`src/rtl/barret_sched_2789_pkg.sv`:
```
// rtl/barret_sched_2789_pkg.sv - shared constants for the mod-2789 Barrett reduction scheduler
package barret_sched_2789_pkg;

    localparam int Q_MOD = 2789;
    localparam int MU_C  = 6015;
    localparam int K_SH  = 12;
    localparam int Q_SQ  = 7778521;
    localparam int OP_W  = 23;
    localparam int RES_W = 12;
    // The first product (11-bit high part times 13-bit MU) needs one bit beyond the operand width
    localparam int PW    = OP_W + 1;

endpackage

```
`src/rtl/barret_core_2789.sv`:
```
// rtl/barret_core_2789.sv - combinational Barrett reduction of a 23-bit operand modulo Q
module barret_core_2789
    import barret_sched_2789_pkg::*;
#(
    parameter int Q  = Q_MOD,
    parameter int MU = MU_C,
    parameter int K  = K_SH
) (
    input  logic [OP_W-1:0]  a,
    output logic [RES_W-1:0] r
);

    logic [PW-1:0]   prod;
    logic [OP_W-1:0] t;
    logic [OP_W-1:0] tq;
    logic [OP_W-1:0] r0;
    logic [OP_W-1:0] r1;

    assign prod = PW'(a >> K) * PW'(MU);
    assign t    = OP_W'(prod >> K);
    // The quotient estimate never overshoots, so r0 cannot wrap below zero
    assign tq   = t * OP_W'(Q);
    assign r0   = a - tq;
    assign r1   = (r0 >= OP_W'(Q)) ? (r0 - OP_W'(Q)) : r0;
    assign r    = RES_W'(r1);

endmodule

```
`src/rtl/barret_sched_2789.sv`:
```
// rtl/barret_sched_2789.sv - two-port round-robin front end and two-stage Barrett residue pipeline
module barret_sched_2789
    import barret_sched_2789_pkg::*;
#(
    parameter int Q  = Q_MOD,
    parameter int MU = MU_C,
    parameter int K  = K_SH,
    parameter int TW = 4
) (
    input  logic             clk,
    input  logic             rst_n,
    input  logic             en,
    input  logic             req0_valid,
    output logic             req0_ready,
    input  logic [OP_W-1:0]  req0_data,
    input  logic [TW-1:0]    req0_tag,
    input  logic             req1_valid,
    output logic             req1_ready,
    input  logic [OP_W-1:0]  req1_data,
    input  logic [TW-1:0]    req1_tag,
    output logic             resp_valid,
    input  logic             resp_ready,
    output logic [RES_W-1:0] resp_data,
    output logic             resp_src,
    output logic [TW-1:0]    resp_tag,
    output logic             resp_oor,
    output logic             idle,
    output logic [15:0]      done_cnt
);

    logic             ptr;
    logic             s1_valid;
    logic [OP_W-1:0]  s1_data;
    logic             s1_src;
    logic [TW-1:0]    s1_tag;
    logic             s2_valid;
    logic [RES_W-1:0] s2_data;
    logic             s2_src;
    logic [TW-1:0]    s2_tag;
    logic             s2_oor;

    logic             s2_load;
    logic             s1_load;
    logic             gnt0;
    logic             gnt1;
    logic             acc0;
    logic             acc1;
    logic             s1_oor;
    logic [RES_W-1:0] core_r;

    barret_core_2789 #(.Q(Q), .MU(MU), .K(K)) u_core (
        .a (s1_data),
        .r (core_r)
    );

    assign s2_load = !s2_valid || resp_ready;
    assign s1_load = !s1_valid || s2_load;

    // A lone requester always wins; the pointer only breaks ties
    assign gnt0 = req0_valid && (!req1_valid || !ptr);
    assign gnt1 = req1_valid && (!req0_valid || ptr);

    // rst_n gating keeps both ready lines low while reset is held
    assign req0_ready = rst_n && en && s1_load && gnt0;
    assign req1_ready = rst_n && en && s1_load && gnt1;
    assign acc0       = req0_valid && req0_ready;
    assign acc1       = req1_valid && req1_ready;

    assign s1_oor = (s1_data >= OP_W'(Q * Q));

    always_ff @(posedge clk or negedge rst_n) begin
        if (!rst_n) begin
            ptr      <= 1'b0;
            s1_valid <= 1'b0;
            s1_data  <= '0;
            s1_src   <= 1'b0;
            s1_tag   <= '0;
            s2_valid <= 1'b0;
            s2_data  <= '0;
            s2_src   <= 1'b0;
            s2_tag   <= '0;
            s2_oor   <= 1'b0;
            done_cnt <= '0;
        end else begin
            if (acc0 || acc1) begin
                ptr <= acc0;
            end
            if (s1_load) begin
                s1_valid <= acc0 || acc1;
                if (acc0) begin
                    s1_data <= req0_data;
                    s1_src  <= 1'b0;
                    s1_tag  <= req0_tag;
                end else if (acc1) begin
                    s1_data <= req1_data;
                    s1_src  <= 1'b1;
                    s1_tag  <= req1_tag;
                end
            end
            if (s2_load) begin
                s2_valid <= s1_valid;
                if (s1_valid) begin
                    s2_data <= s1_oor ? '0 : core_r;
                    s2_src  <= s1_src;
                    s2_tag  <= s1_tag;
                    s2_oor  <= s1_oor;
                end
            end
            if (s2_valid && resp_ready && (done_cnt != 16'hFFFF)) begin
                done_cnt <= done_cnt + 16'd1;
            end
        end
    end

    assign resp_valid = s2_valid;
    assign resp_data  = s2_data;
    assign resp_src   = s2_src;
    assign resp_tag   = s2_tag;
    assign resp_oor   = s2_oor;
    assign idle       = !s1_valid && !s2_valid;

endmodule

```
`config.mk`:
```
export PLATFORM = sky130hd
export DESIGN_NAME = barret_sched_2789
export DESIGN_NICKNAME = d
export VERILOG_FILES = /design/src/rtl/barret_sched_2789_pkg.sv /design/src/rtl/barret_core_2789.sv /design/src/rtl/barret_sched_2789.sv
export SDC_FILE = /design/constraint.sdc
export NUM_CORES = 1
export LEC_CHECK = 0
export ABC_AREA = 0
export BUFFER_PORTS_ARGS = -buffer_cell sky130_fd_sc_hd__buf_4
export CAP_MARGIN = 20
export CORE_MARGIN = 8
export CORE_UTILIZATION = 36
export DETAILED_ROUTE_END_ITERATION = 10
export GPL_TIMING_DRIVEN = 0
export PLACE_DENSITY_LB_ADDON = 0.2
export SLEW_MARGIN = 10
export SYNTH_ARGS = -nofsm -noshare
export SYNTH_HDL_FRONTEND = slang
export SYNTH_SLANG_ARGS = --single-unit
```
`constraint.sdc`:
```
create_clock -name clk -period 22.6 [get_ports clk]
set_input_delay 1.13 -clock clk [delete_from_list [all_inputs] [get_ports clk]]
set_output_delay 1.13 -clock clk [all_outputs]
set_load 0.01 [all_outputs]
```
==> impl_metrics.env <==
export IMPL_outcome="finished, final reports clean"
export IMPL_fin_hold_ws_ns=0.473
export IMPL_hold_path_class="reg -> reg"
export IMPL_period_needed_ns=12.20
export IMPL_fin_setup_tns_ns=0
export IMPL_yosys_cell_count_top_type="inv_1"
export IMPL_yosys_warnings=0
export IMPL_routed_wl_mm=25.6
export IMPL_synth_edf_count=0
export IMPL_grt_pass1_vias=8421
export IMPL_grt_setup_unrepaired="no"
export IMPL_syn_inst=1110
export IMPL_path_buf_inv=7
export IMPL_r2r_cells=35
export IMPL_start_util=0.364
export IMPL_synth_area_leaders="fa_1, ha_1, dfrtp_1"
export IMPL_grt_max_degree=67
export IMPL_grt_pass1_wl_mm=43.1
export IMPL_slowest_delay_ns=0.79
export IMPL_via_per_inst=4.85
export IMPL_cts_max_level=3
export IMPL_synth_xor_area_frac=0.0604
export IMPL_ys_flop_type="dfrtp_1"
export IMPL_max_slew_margin=0.304
export IMPL_core_um2=28500
export IMPL_portBuffers=97
export IMPL_synthSimpleGateAreaFrac=0.104
export IMPL_synth_compound_area_share=0.124
export IMPL_antenna_found_initial=0
export IMPL_diodes=0
export IMPL_syn_to_final_growth_pct=14.5
export IMPL_synthMuxAreaShare=0.0384
export IMPL_ys_ff_latch=65
export IMPL_cts_reportedPaths_clkPinSlew_ns=0.06
export IMPL_cts_tree="yes"
export IMPL_fin_skew_ns=0.0114
export IMPL_drt_pass1_iterations=7
export IMPL_critPathMostFrequentCell="fa_1"
export IMPL_syn_nets=1448
export IMPL_numCtsBuffers=9
export IMPL_grt_overflow=0
export IMPL_worst_pin_slew_ns=1.04
export IMPL_clk_insertion_delay_late_ns=0.34
export IMPL_syn_area_um2=10400
export IMPL_postCtsSetupRepairBufs=0
export IMPL_drt_wirelength_per_cell_um=15.9
export IMPL_die_area_um2=34600
export IMPL_maxCapViolations=0
export IMPL_cp_arrival_ns=12.47
export IMPL_hp_start="s1_src"
export IMPL_synth_top_family_by_area="adder cells"
export IMPL_r2r_end="resp_data[5]"
export IMPL_reg2reg_slack_ns=10.40
export IMPL_slowest_stage="fa_1"
export IMPL_die_x_um=186
export IMPL_dpl_hpwl_mm=22.2
export IMPL_synthAdderAreaFrac=0.420
export IMPL_fin_crit_sh=0.540
export IMPL_nets=1556
export IMPL_setup_viol=0
export IMPL_ys_seq_area_frac=0.156
export IMPL_drtIter0Drc=276
export IMPL_yosysTopAreaCell="fa_1"
export IMPL_ant_nets=0
export IMPL_cp_required_ns=22.86
export IMPL_synthTopCellsByCount="inv_1, ha_1, fa_1"
export IMPL_clockRootBuffer="clkbuf_16"
export IMPL_crit_family="adder cells"
export IMPL_clock_path_buffers=2
export IMPL_drc=0
export IMPL_async_flop_share=1.00
export IMPL_worst_r2r_startpoint="s1_data[20]"
export IMPL_worstSetupPathType="reg -> reg"
export IMPL_fmaxAchievable_ghz=0.0819
export IMPL_slew_violations=0
export IMPL_final_core_utilization=0.417
export IMPL_cp_start_kind="register"
export IMPL_finalHoldViolations=0
export IMPL_rows=62
export IMPL_cts_sinks=65
export IMPL_syn_area_per_cell_um2=9.37
export IMPL_vias=7796
export IMPL_die_h_um=186
export IMPL_worst_setup_path_end_kind="register"
export IMPL_ys_types=83
export IMPL_min_to="s1_src"
export IMPL_io_pins=98
export IMPL_post_cts_resized=0
export IMPL_place_congestion=0.839
export IMPL_holdPathStages=1
export IMPL_postCtsHoldBufs=0
export IMPL_crit_fanout=10
export IMPL_synth_top_area_share=0.229
export IMPL_track_usage=0.156
export IMPL_drive_gt1_frac=0.118
-- layer usage --
metal  share of wire  wire [µm]  vias to the layer above  track usage
met3           0.044       1130                       13       0.0275
met5               0          0                        -            0
met1            0.50      12800                     3728        0.221
met2            0.45      11500                      133        0.251
li1                -          -                     3922            -
met4          0.0083        212                        0       0.0225
-- logic make-up after synthesis --
| group | count (synthesis) |
|---|---|
| buffers and inverters | 262 |
| AND/OR/NAND/NOR | 208 |
| flip-flops | 65 |
| AO/OA/AOI/OAI | 188 |
| adder cells (fa/ha/maj) | 278 |
| XOR/XNOR | 70 |
| multiplexers | 39 |
-- sequential cells by signal, summed over array words and instances, names as in the netlist --
signal      flops
s1_data        23
done_cnt       16
resp_data      12
resp_tag        4
s1_tag          4
ptr             1
resp_oor        1
resp_src        1
resp_valid      1
s1_src          1
s1_valid        1
-- worst register-to-register path: cells and delay by family, from the launching register on --
kind / cells / cell delay [ns]
xor gates and xnor gates: 3 / 0.99
and+or+nand+nor: 4 / 1.06
adders and majority gates: 12 / 5.93
DFF: 1 / 0.51
buffers and inverters: 7 / 0.99
AOI/OAI and AO/OA: 9 / 2.65
-- layout make-up --
| type | count | area, µm² |
|---|---|---|
| buffer | 24 | 114 |
| clock buffer | 10 | 229 |
| clock inverter | 6 | 68.8 |
| fill | 2913 | 16600 |
| inverter | 238 | 893 |
| multi-input combinational | 783 | 7770 |
| sequential | 65 | 1630 |
| tap | 384 | 480 |
| timing repair buffer | 97 | 728 |
-- stage by stage --
stage | instances | setup slack, ns | cell area [µm²]
6_report | 1607 | 10.40 | 11900
3_5_place_dp | 1591 | 10.46 | 11600
3_3_place_gp | 1591 | 10.32 | 11600
2_1_floorplan | 1110 | 12.00 | 10400
5_1_grt | 1607 | 9.70 | 11900
4_1_cts | 1607 | 10.42 | 11900
-- cells in the final DEF (no fill, tap or decap), drive strengths merged, types with 18 or more instances in the layout --
master,count
o21ai,55
nand3,20
nor2,33
nor3,18
xor2,28
nand2,67
dfrtp,65
clkbuf,28
xnor2,41
inv,238
fa,119
ha,159
buf,103
mux2i,32
a21oi,35
-- worst max path at each step --
stage / startpoint / endpoint / slack (ns) / depth (start not counted)
after floorplan: s1_data[20] / resp_data[4] / 12.00 / 35
after global placement: s1_data[20] / resp_data[5] / 10.32 / 33
after detailed placement: s1_data[20] / resp_data[5] / 10.46 / 35
after CTS: s1_data[20] / resp_data[5] / 10.42 / 35
after global routing: s1_data[18] / resp_data[0] / 9.70 / 37
final: s1_data[20] / resp_data[5] / 10.40 / 35
Power is left out: the tool's default activity adds up to more than one toggle a clock period on the data nets, which glitch-free logic cannot reach.
